<file path="config.mk">
export PLATFORM = sky130hd
export DESIGN_NAME = rs232_cmd_responder
export DESIGN_NICKNAME = d
export VERILOG_FILES = /design/src/rtl/rs232_cmd_pkg.sv /design/src/rtl/rs232_frame_timeout.sv /design/src/rtl/rs232_cmd_responder.sv
export SDC_FILE = /design/constraint.sdc
export NUM_CORES = 1
export LEC_CHECK = 0
export CAP_MARGIN = 5
export CORE_MARGIN = 2
export CORE_UTILIZATION = 50
export DETAILED_ROUTE_END_ITERATION = 7
export GPL_TIMING_DRIVEN = 0
export PLACE_DENSITY_LB_ADDON = 0.15
export SLEW_MARGIN = 40
export SYNTH_ARGS = -nofsm -noshare
export SYNTH_HDL_FRONTEND = slang
export SYNTH_SLANG_ARGS = --single-unit
</file>
<file path="constraint.sdc">
create_clock -name iCLK -period 2.35 [get_ports iCLK]
set_clock_uncertainty 0.2 [all_clocks]
set_input_delay 0.5875 -clock iCLK [delete_from_list [all_inputs] [get_ports iCLK]]
set_output_delay 0.5875 -clock iCLK [all_outputs]
set_load 0.02 [all_outputs]
</file>
<file path="src/rtl/rs232_cmd_pkg.sv">
// Shared command codes, reply codes and FSM state type for the RS232 command responder.
package rs232_cmd_pkg;

   localparam logic [7:0] CMD_WRITE = 8'h57;  // 'W'
   localparam logic [7:0] CMD_READ  = 8'h52;  // 'R'
   localparam logic [7:0] RSP_ACK   = 8'h4B;  // 'K'
   localparam logic [7:0] RSP_NAK   = 8'h3F;  // '?'

   typedef enum logic [2:0] {
      IDLE,
      GET_ADDR,
      GET_DATA,
      RD_REQ,
      RD_CAP,
      TX_START,
      TX_HOLD,
      TX_WAIT
   } cmd_state_e;

   // Full 8-bit address byte must fit in addr_w bits to be a valid register.
   function automatic logic addr_in_range(input logic [7:0] addr, input int unsigned addr_w);
      if (addr_w >= 8) begin
         return 1'b1;
      end
      return (({24'd0, addr} >> addr_w) == 32'd0);
   endfunction

endpackage

</file>
<file path="src/rtl/rs232_frame_timeout.sv">
// Inter-byte timeout counter: clears on every received byte, counts only while
// enabled, and pulses terminal_o on the last allowed idle cycle.
module rs232_frame_timeout #(
   parameter int unsigned TIMEOUT_CYCLES = 5000000
) (
   input  logic clk_i,
   input  logic rst_ni,
   input  logic clear_i,
   input  logic enable_i,
   output logic terminal_o
);

   localparam int unsigned CntW = (TIMEOUT_CYCLES > 1) ? $clog2(TIMEOUT_CYCLES) : 1;
   localparam logic [CntW-1:0] CntLast = CntW'(TIMEOUT_CYCLES - 1);

   logic [CntW-1:0] cnt_q, cnt_d;

   // Next count; a received byte beats the terminal count, and the counter rests at 0
   // whenever the frame is not being assembled.
   always_comb begin
      terminal_o = enable_i && !clear_i && (cnt_q == CntLast);
      cnt_d      = '0;
      if (enable_i && !clear_i && !terminal_o) begin
         cnt_d = cnt_q + CntW'(1);
      end
   end

   // Counter register.
   always_ff @(posedge clk_i or negedge rst_ni) begin
      if (!rst_ni) begin
         cnt_q <= '0;
      end else begin
         cnt_q <= cnt_d;
      end
   end

endmodule

</file>
<file path="src/rtl/rs232_cmd_responder.sv">
// Byte command responder: decodes 'W' addr data / 'R' addr frames from the RS232
// receiver, drives a register-bus master and returns one reply byte per command.
module rs232_cmd_responder
   import rs232_cmd_pkg::*;
#(
   parameter int unsigned ADDR_W         = 4,
   parameter int unsigned TIMEOUT_CYCLES = 5000000
) (
   input  logic              iCLK,
   input  logic              iRST_N,
   input  logic [7:0]        iRxD_DATA,
   input  logic              iRxD_Ready,
   output logic [7:0]        oTxD_DATA,
   output logic              oTxD_Start,
   input  logic              iTxD_Busy,
   output logic [ADDR_W-1:0] oREG_ADDR,
   output logic [7:0]        oREG_WDATA,
   output logic              oREG_WR,
   output logic              oREG_RD,
   input  logic [7:0]        iREG_RDATA
);

   cmd_state_e        state_q, state_d;
   logic              is_wr_q, is_wr_d;
   logic              addr_ok_q, addr_ok_d;
   logic [ADDR_W-1:0] reg_addr_q, reg_addr_d;
   logic [7:0]        wdata_q, wdata_d;
   logic              wr_q, wr_d;
   logic              rd_q, rd_d;
   logic              rdcap_q, rdcap_d;
   logic [7:0]        tx_data_q, tx_data_d;
   logic              start_q, start_d;
   logic              tmo_en;
   logic              tmo_hit;

   assign tmo_en = (state_q == GET_ADDR) || (state_q == GET_DATA);

   rs232_frame_timeout #(
      .TIMEOUT_CYCLES(TIMEOUT_CYCLES)
   ) u_timeout (
      .clk_i     (iCLK),
      .rst_ni    (iRST_N),
      .clear_i   (iRxD_Ready),
      .enable_i  (tmo_en),
      .terminal_o(tmo_hit)
   );

   // Frame decode, bus strobes and reply handshake.
   always_comb begin
      state_d    = state_q;
      is_wr_d    = is_wr_q;
      addr_ok_d  = addr_ok_q;
      reg_addr_d = reg_addr_q;
      wdata_d    = wdata_q;
      tx_data_d  = tx_data_q;
      wr_d       = 1'b0;
      rd_d       = 1'b0;
      start_d    = 1'b0;
      // Read data is valid the cycle after the read strobe, i.e. first cycle of TX_START.
      rdcap_d    = rd_q;

      unique case (state_q)
         IDLE: begin
            if (iRxD_Ready) begin
               if ((iRxD_DATA == CMD_WRITE) || (iRxD_DATA == CMD_READ)) begin
                  is_wr_d = (iRxD_DATA == CMD_WRITE);
                  state_d = GET_ADDR;
               end else begin
                  tx_data_d = RSP_NAK;
                  state_d   = TX_START;
               end
            end
         end
         GET_ADDR: begin
            if (iRxD_Ready) begin
               reg_addr_d = ADDR_W'(iRxD_DATA);
               addr_ok_d  = addr_in_range(iRxD_DATA, ADDR_W);
               if (is_wr_q) begin
                  state_d = GET_DATA;
               end else if (addr_ok_d) begin
                  state_d = RD_REQ;
               end else begin
                  tx_data_d = RSP_NAK;
                  state_d   = TX_START;
               end
            end else if (tmo_hit) begin
               state_d = IDLE;
            end
         end
         GET_DATA: begin
            if (iRxD_Ready) begin
               if (addr_ok_q) begin
                  wr_d      = 1'b1;
                  wdata_d   = iRxD_DATA;
                  tx_data_d = RSP_ACK;
               end else begin
                  tx_data_d = RSP_NAK;
               end
               state_d = TX_START;
            end else if (tmo_hit) begin
               state_d = IDLE;
            end
         end
         RD_REQ: begin
            rd_d    = 1'b1;
            state_d = RD_CAP;
         end
         RD_CAP: begin
            state_d = TX_START;
         end
         TX_START: begin
            if (rdcap_q) begin
               tx_data_d = iREG_RDATA;
            end
            // Hold off while a previous byte is still leaving the transmitter.
            if (!iTxD_Busy) begin
               start_d = 1'b1;
               state_d = TX_HOLD;
            end
         end
         TX_HOLD: begin
            state_d = TX_WAIT;
         end
         TX_WAIT: begin
            if (!iTxD_Busy) begin
               state_d = IDLE;
            end
         end
         default: begin
            state_d = IDLE;
         end
      endcase
   end

   // State and output registers.
   always_ff @(posedge iCLK or negedge iRST_N) begin
      if (!iRST_N) begin
         state_q    <= IDLE;
         is_wr_q    <= 1'b0;
         addr_ok_q  <= 1'b0;
         reg_addr_q <= '0;
         wdata_q    <= '0;
         wr_q       <= 1'b0;
         rd_q       <= 1'b0;
         rdcap_q    <= 1'b0;
         tx_data_q  <= '0;
         start_q    <= 1'b0;
      end else begin
         state_q    <= state_d;
         is_wr_q    <= is_wr_d;
         addr_ok_q  <= addr_ok_d;
         reg_addr_q <= reg_addr_d;
         wdata_q    <= wdata_d;
         wr_q       <= wr_d;
         rd_q       <= rd_d;
         rdcap_q    <= rdcap_d;
         tx_data_q  <= tx_data_d;
         start_q    <= start_d;
      end
   end

   assign oTxD_DATA  = tx_data_q;
   assign oTxD_Start = start_q;
   assign oREG_ADDR  = reg_addr_q;
   assign oREG_WDATA = wdata_q;
   assign oREG_WR    = wr_q;
   assign oREG_RD    = rd_q;

endmodule

</file>
Word level (Yosys, flattened, before mapping)
Cells that the tools add are included.
{ "totals": {"regBits": 52, "latchBits": 0, "ram_bits": 0, "rom_bits": 0, "inputBits": 20, "output_inout_bits": 23, "elab_cells": 72, "memories": 0} }
{ "classes": {"addsub": 1, "n_mul": 0, "n_div": 0, "magnitude_cmp": 0, "eq_ne": 19, "n_shift": 0, "n_mux": 26, "bitwise_logic": 0, "reduce_logical": 15} }
{ "ops": {"columns": ["op", "count"], "rows": [
  ["$mux 8", 7],
  ["$logic_not 32->1", 1],
  ["$pmux 8 s4", 1],
  ["$mux 3", 9],
  ["$pmux 3 s8", 1],
  ["$add 23x1->23 const B", 1],
  ["$eq 23x23->1 const B", 1],
  ["$mux 23", 1],
  ["$ne 2x2->1 const B", 9],
  ["$eq 8x7->1 const B", 2],
  ["$eq 3x3->1 const B", 4],
  ["$reduce_and 3->1", 3],
  ["$reduce_and 8->1", 1],
  ["$mux 7", 1],
  ["$eq 3x2->1 const B", 2],
  ["$mux 1", 6],
  ["$reduce_bool 4->1", 1],
  ["$eq 3x1->1 const B", 1],
  ["$logic_and 1x1->1", 3],
  ["$logic_not 3->1", 1],
  ["$logic_not 1->1", 2],
  ["$logic_or 1x1->1", 2],
  ["$reduce_and 2->1", 1]
]} }

Longest topological paths before layout
Gate-level depths: netlist of run 1.
{ "depth": {"word_depth": 7, "ltp_mapped": 7, "depth_no_buf": 6} }

Cells and area by module
From an unflattened synthesis of run 1, not the netlist that was laid out.
{ "unflattened": {"hier_cells": 249, "area_unflattened_um2": 2711.4} }
{ "modules_own_cells": {"columns": ["module", "n_inst", "cells_each", "area_per_inst_um2", "seq_area_each_um2"], "rows": [
  ["rs232_cmd_responder", 1, 114, 1378.8, 725.7],
  ["rs232_frame_timeout", 1, 135, 1332.5, 575.6]
]} }

Worst setup path after synthesis of run 1
Ideal clock, no wire load.
{ "synth_path": {"kind": "input to register", "startpoint": "in iRxD_DATA[5]", "endpoint": "reg tx_data_q[2] (netlist: oTxD_DATA[2])", "setup_time_ns": 0.125, "t_arrival_ns": 1.921, "required_time_ns": 2.025, "setup_slack_ns": 0.104, "cell_stages": 5, "path_buffers": 1, "path_cell_list": "or4b_4 -> nor4_4 -> or3_1 -> buf_6 -> mux2_4"} }
{ "synth_between": {"elab_chain_cells": 4, "word_cells_on_any_way": 7, "cone_classes": "eq/ne: 4; reduce/logical: 3"} }
{ "synth_rtl": {"columns": ["element", "line", "rtl"], "rows": [
  ["start, declared", "rs232_cmd_responder.sv:11", "input logic [7:0] iRxD_DATA,"],
  ["$eq 8x7->1", "rs232_cmd_responder.sv:65", "if ((iRxD_DATA == CMD_WRITE) || (iRxD_DATA == CMD_READ)) begin"],
  ["$logic_or 1x1->1", "rs232_cmd_responder.sv:65", null],
  ["$ne 2x2->1 (no line)", null, null],
  ["$reduce_and 8->1 (no line) (*)", null, null],
  ["end signal, assigned", "rs232_cmd_responder.sv:157", "tx_data_q <= tx_data_d;"],
  ["end, declared", "rs232_cmd_responder.sv:31", "logic [7:0] tx_data_q, tx_data_d;"]
]} }
Every way passes the cells marked *; elsewhere a longest branch is shown, timed or not.
A chain may end at the register's enable or synchronous reset.

Worst setup path after layout of run 1
{ "layout_path": {"startpoint": "in iRxD_DATA[4]", "endpoint": "reg tx_data_q[4] (netlist: oTxD_DATA[4])"} }
The elaborated chain is that of the path after synthesis.

==> impl_metrics.csv, run 1 <==
group,metric,value,unit
drt,vias,1836,
power_and_ir_drop,pwr-share-seq,0.402,
setup_path,worstSetupPathType,"in2reg",
logic_synthesis,synth_nets,248,
clocking,cts_tree,"yes",
logic_synthesis,synth_seq_area_share,0.5218,
sta,max_clock_freq,0.4374,GHz
clocking,clock_latency,0.30,ns
power_and_ir_drop,p_int,1.933,mW
sta,fin_crit,2.286,ns
drt,drt-total-wl,4925,um
sta,max_slew_margin,0.5818,
cells_and_area,layout_commonest_cell,"dfrtp_1",
sta,rsz0062_at_grt,"false",
logic_synthesis,syn_area,0.002494,sq mm
cells_and_area,layout_common_cells,"dfrtp_1 (52), nor2_1 (37), clkdlybuf4s50_1 (36)",
logic_synthesis,yosysWarnings,0,
cells_and_area,syn2layout_area_growth,27.04,%
setup_path,required,2.35,ns
floorplan,coreArea,0.004755,sq mm
logic_synthesis,syn_avg_cell_area,10.99,sq um
cells_and_area,diodes,0,
cells_and_area,fin_nets,301,
drt,avgViaCountPerCell,5.276,
clocking,numCtsBuffers,5,
logic_synthesis,synth_ff_type,"dfrtp_1",
sta,finalHoldWorstSlack,0.1848,ns
floorplan,dieArea,0.005568,sq mm
sta,setup_viol,0,
cells_and_area,fin_area,0.003168,sq mm
logic_synthesis,yosysUniqueCellTypes,46,
floorplan,num_rows,25,
drt,routedWlPerCell,14.15,um
clocking,cts-htree-levels,2,
sta,worst_pin_slew,0.6215,ns
floorplan,io_pins,43,
sta,min_period_over_period,0.9728,
power_and_ir_drop,combPwrFrac,0.389,
setup_path,startpoint,"iRxD_DATA[4]",
power_and_ir_drop,p_leak,1.403,nW
logic_synthesis,async_reset_ff_frac,1.000,
status,outcome,"finished, final reports clean",
power_and_ir_drop,switchingPower,0.9176,mW
clocking,path_clk_slew,0.09,ns
global_routing,overflow,0,
drt,drtIter0Drc,90,
power_and_ir_drop,p_per_area,899.8,mW/mm^2
cells_and_area,drive_gt1_frac,0.1423,
setup_path,cp.arrival,2.28,ns
min_path,hold_path_startpoint,"oREG_RD$_DFF_PN0_",
placed_design,placed_area,0.003005,sq mm
setup_path,worstSetupEndpointType,"flop",
floorplan,die_w,74.62,um
setup_path,timing.rr.start,"u_timeout.cnt_q[12]$_DFF_PN0_",
run,cap_violations,0,
setup_path,cp_max_fo,7,
global_routing,grt_usage,0.1987,
logic_synthesis,synth-edff-count,0,
sta,finalHoldViolCount,0,
placed_design,io_buffer_count,41,
drt,firstDrtPassIters,4,
drt,ant_nets,0,
setup_path,critPathLaunchType,"input pin",
power_and_ir_drop,vdd_drop_max,430.9,uV
drt,drc,0,
power_and_ir_drop,p_clk_frac,0.209,
sta,fin_tns_setup,0,ns
clocking,cts_buffer_depth,2,
global_routing,antenna_found_initial,0,
clocking,cts.sinks,52,
global_routing,grt_max_degree,40,
power_and_ir_drop,swShare,0.3219,
floorplan,die_y,74.62,um
sta,slew_violations,0,
floorplan,start_util,0.5245,
global_routing,grt_first_pass_wirelength,8362,um
placed_design,place_congestion,0.8797,
global_routing,grt_pass1_vias,1800,
clocking,clock-root-buffer,"clkbuf_8",
placed_design,hpwl,3570,um
logic_synthesis,ys_ff_latch,52,
logic_synthesis,syn_inst,227,
min_path,hold_class,"reg2reg",
layout make-up:
| cell class | instances | area [sq um] |
|---|---|---|
| timing repair buffer | 46 | 455.4 |
| tap | 67 | 83.83 |
| multi-input combinational | 159 | 1130 |
| inverter | 7 | 26.28 |
| fill | 399 | 1587 |
| buffer | 9 | 63.81 |
| clock inverter | 2 | 35.03 |
| sequential | 52 | 1301 |
| clock buffer | 6 | 72.57 |
final timing paths:
kind	to	slack, ns	cells past startpoint
worst max-delay path	oTxD_DATA[4]$_DFFE_PN0P_	0.06	6
max in group asynchronous	u_timeout.cnt_q[2]$_DFF_PN0_	1.04	3
worst min-delay path	rdcap_q$_DFF_PN0_	0.18	0
worst max register to register	u_timeout.cnt_q[19]$_DFF_PN0_	0.24	7
worst min register to register	rdcap_q$_DFF_PN0_	0.18	0
min in group asynchronous	oREG_WDATA[5]$_DFFE_PN0P_	0.46	2
routing by layer:
| layer | track usage | up-vias | wire (um) |
|---|---|---|---|
| met2 | 0.3333 | 39 | 2509 |
| met1 | 0.2611 | 896 | 2191 |
| met5 | 0 | - | 0 |
| met4 | 0.05952 | 0 | 49 |
| met3 | 0.04418 | 5 | 175 |
| li1 | - | 896 | - |
sequential cells by signal (all words and copies together) (netlist names):
| register | cells |
|---|---|
| oREG_RD | 1 |
| u_timeout.cnt_q | 23 |
| is_wr_q | 1 |
| rdcap_q | 1 |
| oREG_ADDR | 4 |
| addr_ok_q | 1 |
| oREG_WDATA | 8 |
| oTxD_DATA | 8 |
| state_q | 3 |
| oTxD_Start | 1 |
| oREG_WR | 1 |
power by group through the flow:
stage                     combinational [mW]  sequential, mW  clock, mW
final                                   1.11            1.15      0.595
after CTS                               1.11            1.15      0.613
after global placement                  1.08            1.16          0
after floorplan                        0.512            1.32          0
after global routing                    1.21            1.17      0.649
after detailed placement                1.09            1.17          0
cells by family (layout without fill, tap and decap cells):
family / count (synthesis) / count (layout) / share of synthesized area
flops: 52 / 52 / 0.5218
compound gates: 18 / 18 / 0.05118
buf+inv: 16 / 70 / 0.03612
fa+ha+maj: 1 / 1 / 0.005017
simple gates: 97 / 97 / 0.2102
mux: 20 / 20 / 0.09483
xor+xnor: 23 / 23 / 0.08078
critical path, cell delays in order:
cell and delay, ns:
clkdlybuf4s50_1 0.46, nor4_2 0.46, o211a_1 0.22, or3_1 0.12, buf_6 0.14, mux2_4 0.30
stage by stage:
| step | total power, mW | setup WS (ns) | util | cells |
|---|---|---|---|---|
| CTS | 2.876 | 0.03896 | 0.6618 | 348 |
| global route | 3.027 | 0.01102 | 0.6663 | 348 |
| finish | 2.851 | 0.06382 | 0.6663 | 348 |
| global placement | 2.239 | -1.020 | 0.6284 | 335 |
| floorplan | 1.836 | 0.1036 | - | 227 |
| detailed placement | 2.262 | -0.4816 | 0.6321 | 336 |
cell usage after synthesis, types with 2 or more instances:
cell     number  share of area
buf_4         3         0.0090
nand4_1       6          0.015
xor2_1       13          0.046
a21oi_1       3         0.0060
mux2_2        4          0.018
mux2_1        9          0.041
nor4_1        8          0.020
inv_1         6         0.0090
xnor2_1      10          0.035
and3_1        6          0.015
o21ai_0       5          0.010
buf_6         2         0.0090
dfrtp_1      52           0.52
nor2b_1       3         0.0075
mux2i_1       3          0.012
nor3_1        2         0.0040
buf_2         3         0.0060
nor2_1       37          0.056
nand2_1      10          0.015
mux2_4        4          0.024
nand3_1      13          0.026
what timing repair did:
action                     4_1_cts  5_1_grt
hold endpoints to repair        13        0
setup endpoints to repair        7       23
resized for setup                5        3
buffers inserted                 3        0
pin swaps                        3        0
hold buffers                     1        0
Power figures use the tool's default switching activity.
==> run 2: changes to the inputs <==
--- a/config.mk
+++ b/config.mk
@@ -11,7 +11,7 @@
 export DETAILED_ROUTE_END_ITERATION = 7
 export GPL_TIMING_DRIVEN = 0
 export PLACE_DENSITY_LB_ADDON = 0.15
-export SLEW_MARGIN = 40
+export SLEW_MARGIN = 20
 export SYNTH_ARGS = -nofsm -noshare
 export SYNTH_HDL_FRONTEND = slang
 export SYNTH_SLANG_ARGS = --single-unit
==> run 2 against run 1 <==
Combinational power is essentially flat. Via count increased by 0.98%. Power decreased by 0.13%. Fmax up 1.3%. Register-to-register slack worse by 0.04 ns. Cell count shrank 0.57%. Sequential share of layout area up 0.21 points. Clock power hardly changed. Core utilization down 0.34 points. Sequential power barely moved. Flip-flop and latch count did not move. Final area is 0.51% lower. Largest cell class unchanged.
==> impl_metrics.csv, run 2 (synthesis results as in run 1) <==
group,metric,value,unit
status,outcome,"finished, final reports clean",
cells_and_area,syn2layout_area_growth,26.39,%
cells_and_area,fin_nets,299,
placed_design,place_congestion,0.8797,
global_routing,grt_first_pass_wirelength,8224,um
cells_and_area,layout_common_cells,"dfrtp_1 (52), nor2_1 (37), clkdlybuf4s50_1 (34)",
clocking,numCtsBuffers,5,
sta,min_period_over_period,0.9600,
sta,rsz0062_at_grt,"false",
min_path,hold_class,"in2async",
setup_path,cp_cell_sequence,"clkdlybuf4s50_1 > nor4_4 > o211a_1 > or3_1 > buf_6 > mux2_4",
floorplan,io_pins,43,
setup_path,crit_family,"buffers and inverters",
sta,fin_tns_setup,0,ns
clocking,clock-root-buffer,"clkbuf_8",
cells_and_area,top_register,"u_timeout.cnt_q",
drt,routedWlPerCell,14.19,um
run,cap_violations,0,
drt,drtIter0Drc,69,
sta,max_clock_freq,0.4433,GHz
cells_and_area,layout_commonest_cell,"dfrtp_1",
floorplan,dieArea,0.005568,sq mm
global_routing,grt_pass1_vias,1765,
sta,max_slew_margin,0.5781,
global_routing,antenna_found_initial,0,
placed_design,io_buffer_count,41,
setup_path,worstSetupEndpointType,"flop",
setup_path,cp_max_fo,6,
drt,drt-total-wl,4910,um
drt,avgViaCountPerCell,5.358,
placed_design,hpwl,3470,um
floorplan,die_w,74.62,um
setup_path,worstSetupPathType,"in2reg",
power_and_ir_drop,p_per_area,903.2,mW/mm^2
clocking,cts_buffer_depth,2,
power_and_ir_drop,p_leak,1.409,nW
setup_path,cp_slowest_cell,"clkdlybuf4s50_1",
clocking,cts.sinks,52,
floorplan,coreArea,0.004755,sq mm
setup_path,cp.arrival,2.25,ns
global_routing,grt_max_degree,53,
global_routing,overflow,0,
sta,finalHoldWorstSlack,0.08814,ns
clocking,path_clk_slew,0.09,ns
clocking,cts-htree-levels,2,
floorplan,num_rows,25,
drt,ant_nets,0,
floorplan,die_y,74.62,um
sta,slew_violations,0,
cells_and_area,largest_reg_flops,23,
floorplan,start_util,0.5245,
sta,finalHoldViolCount,0,
clocking,clock_latency,0.30,ns
cells_and_area,drive_gt1_frac,0.1398,
setup_path,max_stage_delay,0.55,ns
cells_and_area,diodes,0,
setup_path,cp_num_buf_inv,2,
power_and_ir_drop,vdd_drop_max,418.7,uV
drt,firstDrtPassIters,4,
drt,vias,1854,
sta,fin_crit,2.256,ns
clocking,cts_tree,"yes",
sta,setup_viol,0,
drt,drc,0,
setup_path,required,2.35,ns
setup_path,critPathLaunchType,"input pin",
global_routing,grt_usage,0.1937,
sta,worst_pin_slew,0.6271,ns
## run 2: changes by cell type in the layout (fill, tap and decap cells not counted)
cell / change
nor4_2: -1
buf_12: -1
dlygate4sd3_1: -1
nor4_4: +1
dlymetal6s2s_1: +2
clkdlybuf4s50_1: -2
## run 2: stage by stage
step | power (mW) | worst slack [ns] | instance area, sq um | utilization | cells
floorplan | 1.836 | 0.1036 | 2494 | - | 227
global placement | 2.239 | -1.020 | 2988 | 0.6284 | 335
detailed placement | 2.258 | -0.4842 | 2985 | 0.6279 | 335
CTS | 2.875 | 0.01475 | 3123 | 0.6568 | 346
global route | 3.011 | 0.03683 | 3152 | 0.6629 | 346
finish | 2.847 | 0.09397 | 3152 | 0.6629 | 346
## run 2: final timing paths
path / cells past startpoint / slack (ns) / to / startpoint
worst max-delay path: 6 / 0.09 / oTxD_DATA[4]$_DFFE_PN0P_ / iRxD_DATA[4]
worst min-delay path: 1 / 0.09 / oREG_WR$_DFF_PN0_ / iRST_N
worst max register to register: 7 / 0.20 / u_timeout.cnt_q[11]$_DFF_PN0_ / u_timeout.cnt_q[12]$_DFF_PN0_
worst min register to register: 0 / 0.18 / rdcap_q$_DFF_PN0_ / oREG_RD$_DFF_PN0_
max in group asynchronous: 1 / 1.42 / oTxD_DATA[1]$_DFFE_PN0P_ / iRST_N
min in group iCLK: 0 / 0.18 / rdcap_q$_DFF_PN0_ / oREG_RD$_DFF_PN0_
## run 2: power breakdown
part           total [mW]  internal, mW  switching [mW]
Combinational        1.10         0.550           0.554
Sequential           1.15          1.06          0.0835
Clock               0.597         0.316           0.280
## run 2: repair_timing
item / CTS / global route
endpoints found under the setup margin: 18 / 27
pin swaps: 3 / 2
buffers inserted: 3 / 0
hold buffers: 0 / 0
resized for setup: 6 / 5
## run 2: per-layer routing
| layer | GRT usage | up-vias | routed length (um) |
|---|---|---|---|
| met5 | 0 | - | 0 |
| met4 | 0.04960 | 0 | 65 |
| met3 | 0.04150 | 6 | 183 |
| met2 | 0.3314 | 45 | 2483 |
| met1 | 0.2533 | 906 | 2177 |
| li1 | - | 897 | - |
## run 2: area by class of cell
cell class	instances	area, sq um
tap	67	83.83
fill	389	1603
clock buffer	6	72.57
buffer	9	63.81
timing repair buffer	44	430.4
inverter	7	26.28
multi-input combinational	159	1139
sequential	52	1301
clock inverter	2	35.03
==> run 3: changes to the inputs <==
--- a/config.mk
+++ b/config.mk
@@ -7,7 +7,7 @@
 export LEC_CHECK = 0
 export CAP_MARGIN = 5
 export CORE_MARGIN = 2
-export CORE_UTILIZATION = 50
+export CORE_UTILIZATION = 32
 export DETAILED_ROUTE_END_ITERATION = 7
 export GPL_TIMING_DRIVEN = 0
 export PLACE_DENSITY_LB_ADDON = 0.15
==> run 3 against run 2 <==
Critical path depth unchanged. Routed wire length up 5.1%. First-iteration DRC count down 13%. Highest routed layer unchanged. Largest cell class unchanged. Fmax down 0.68%. Sequential power about the same.
==> impl_metrics.csv, run 3 (synthesis results as in run 1) <==
group,metric,value,unit
status,outcome,"finished, final reports clean",
drt,ant_nets,0,
placed_design,io_buffer_count,41,
drt,drtIter0Drc,60,
sta,slew_violations,0,
floorplan,die_w,92.28,um
clocking,path_clk_slew,0.10,ns
drt,firstDrtPassIters,4,
placed_design,place_inst,370,
clocking,cts_tree,"yes",
drt,drc,0,
sta,max_slew_margin,0.5489,
global_routing,grt_pass1_vias,1844,
global_routing,grt_first_pass_wirelength,8935,um
power_and_ir_drop,p_clk_frac,0.185,
cells_and_area,drive_gt1_frac,0.1367,
clocking,cts.sinks,52,
global_routing,grt_usage,0.1322,
sta,fin_crit,2.271,ns
cells_and_area,fillers,789,
min_path,hold_class,"in2async",
floorplan,num_rows,32,
sta,min_period_over_period,0.9666,
cells_and_area,largest_reg_flops,23,
floorplan,die_y,92.28,um
run,cap_violations,0,
clocking,clock_latency,0.31,ns
cells_and_area,diodes,0,
floorplan,dieArea,0.008515,sq mm
cells_and_area,finalNonFillerCells,380,
sta,worst_pin_slew,0.6704,ns
drt,routedWlPerCell,13.58,um
power_and_ir_drop,p_per_area,872.1,mW/mm^2
cells_and_area,layout_commonest_cell,"dfrtp_1",
clocking,clock-root-buffer,"clkbuf_8",
clocking,cts_buffer_depth,2,
floorplan,io_pins,43,
power_and_ir_drop,pwr-share-seq,0.414,
global_routing,grt_max_degree,53,
placed_design,placed_area,0.003029,sq mm
global_routing,overflow,0,
drt,vias,1814,
cells_and_area,top_register,"u_timeout.cnt_q",
floorplan,start_util,0.3261,
cells_and_area,fin_util,0.4162,
power_and_ir_drop,switchingPower,0.9423,mW
sta,finalHoldViolCount,0,
cells_and_area,fin_area,0.003183,sq mm
setup_path,worstSetupPathType,"in2reg",
sta,max_clock_freq,0.4402,GHz
floorplan,coreArea,0.007647,sq mm
cells_and_area,layout_common_cells,"dfrtp_1 (52), nor2_1 (37), clkdlybuf4s50_1 (34)",
setup_path,worstSetupEndpointType,"flop",
sta,fin_tns_setup,0,ns
setup_path,critPathLaunchType,"input pin",
placed_design,place_congestion,0.7789,
cells_and_area,fin_nets,298,
clocking,cts-htree-levels,2,
power_and_ir_drop,combPwrFrac,0.401,
power_and_ir_drop,vdd_drop_max,271.2,uV
placed_design,hpwl,3554,um
setup_path,cp_max_fo,6,
sta,setup_viol,0,
cells_and_area,syn2layout_area_growth,27.65,%
setup_path,cp.arrival,2.28,ns
power_and_ir_drop,p_int,1.834,mW
drt,drt-total-wl,5159,um
setup_path,required,2.36,ns
power_and_ir_drop,swShare,0.3394,
drt,avgViaCountPerCell,4.774,
clocking,numCtsBuffers,5,
clocking,cts_hold_buf,0,
power_and_ir_drop,p_leak,1.400,nW
global_routing,antenna_found_initial,0,
run 3: cell types whose count changed in the layout (fill, tap and decap cells not counted), sizes merged:
cell / before / now
buf: 12 / 11
bufinv: 1 / 0
clkinvlp: 0 / 1
run 3: routing by layer:
layer / vias to the layer above / track usage / wire length (um)
met5: - / 0 / 0
met4: 0 / 0.05224 / 80
met3: 7 / 0.02876 / 178
met2: 35 / 0.2126 / 2420
met1: 883 / 0.1738 / 2479
li1: 889 / - / -
run 3: repair_timing:
item,4_1_cts,5_1_grt
setup endpoints to repair,7,27
endpoints found under the hold margin,0,0
resized for setup,5,6
pin swaps,3,3
buffers inserted,2,0
run 3: final timing paths:
kind / startpoint / end / slack, ns / depth (start not counted)
setup / recovery: iRxD_DATA[4] / oTxD_DATA[5]$_DFFE_PN0P_ / 0.08 / 6
hold / removal: iRST_N / oREG_WDATA[6]$_DFFE_PN0P_ / 0.09 / 1
setup reg to reg: u_timeout.cnt_q[12]$_DFF_PN0_ / u_timeout.cnt_q[19]$_DFF_PN0_ / 0.19 / 7
hold reg to reg: oREG_RD$_DFF_PN0_ / rdcap_q$_DFF_PN0_ / 0.19 / 0
max in group asynchronous: iRST_N / oTxD_DATA[0]$_DFFE_PN0P_ / 1.40 / 1
min in group iCLK: oREG_RD$_DFF_PN0_ / rdcap_q$_DFF_PN0_ / 0.19 / 0
run 3: final cells by class:
class,count,area (sq um),share of cell area
inverters,7,26.28,0.008255
plain buffers,9,63.81,0.02005
multi-input cells,159,1140,0.3581
clock buffers,6,72.57,0.02280
well taps,102,127.6,0.04009
flip-flops and latches,52,1301,0.4088
repair buffers,43,435.4,0.1368
clock inverters,2,16.27,0.005110
run 3: critical path: stages:
cell             delay (ns)
clkdlybuf4s50_1        0.56
nand4b_1               0.19
nor4_4                 0.34
or3_1                  0.16
buf_6                  0.14
mux2_4                 0.30
run 3: power groups by stage:
stage          clock, mW  sequential [mW]  combinational, mW
2_1_floorplan          0             1.32              0.512
3_3_place_gp           0             1.17               1.09
3_5_place_dp           0             1.17               1.09
4_1_cts            0.544             1.15               1.12
5_1_grt            0.582             1.18               1.21
6_report           0.513             1.15               1.11
run 3: through the flow:
stage	hold slack [ns]	setup slack (ns)	power, mW
floorplan	0.09191	0.1036	1.836
global placement	0.1626	-1.162	2.259
detailed placement	0.1592	-0.5131	2.263
CTS	0.1236	0.009872	2.821
global route	0.1542	-0.004029	2.968
finish	0.09371	0.07855	2.776
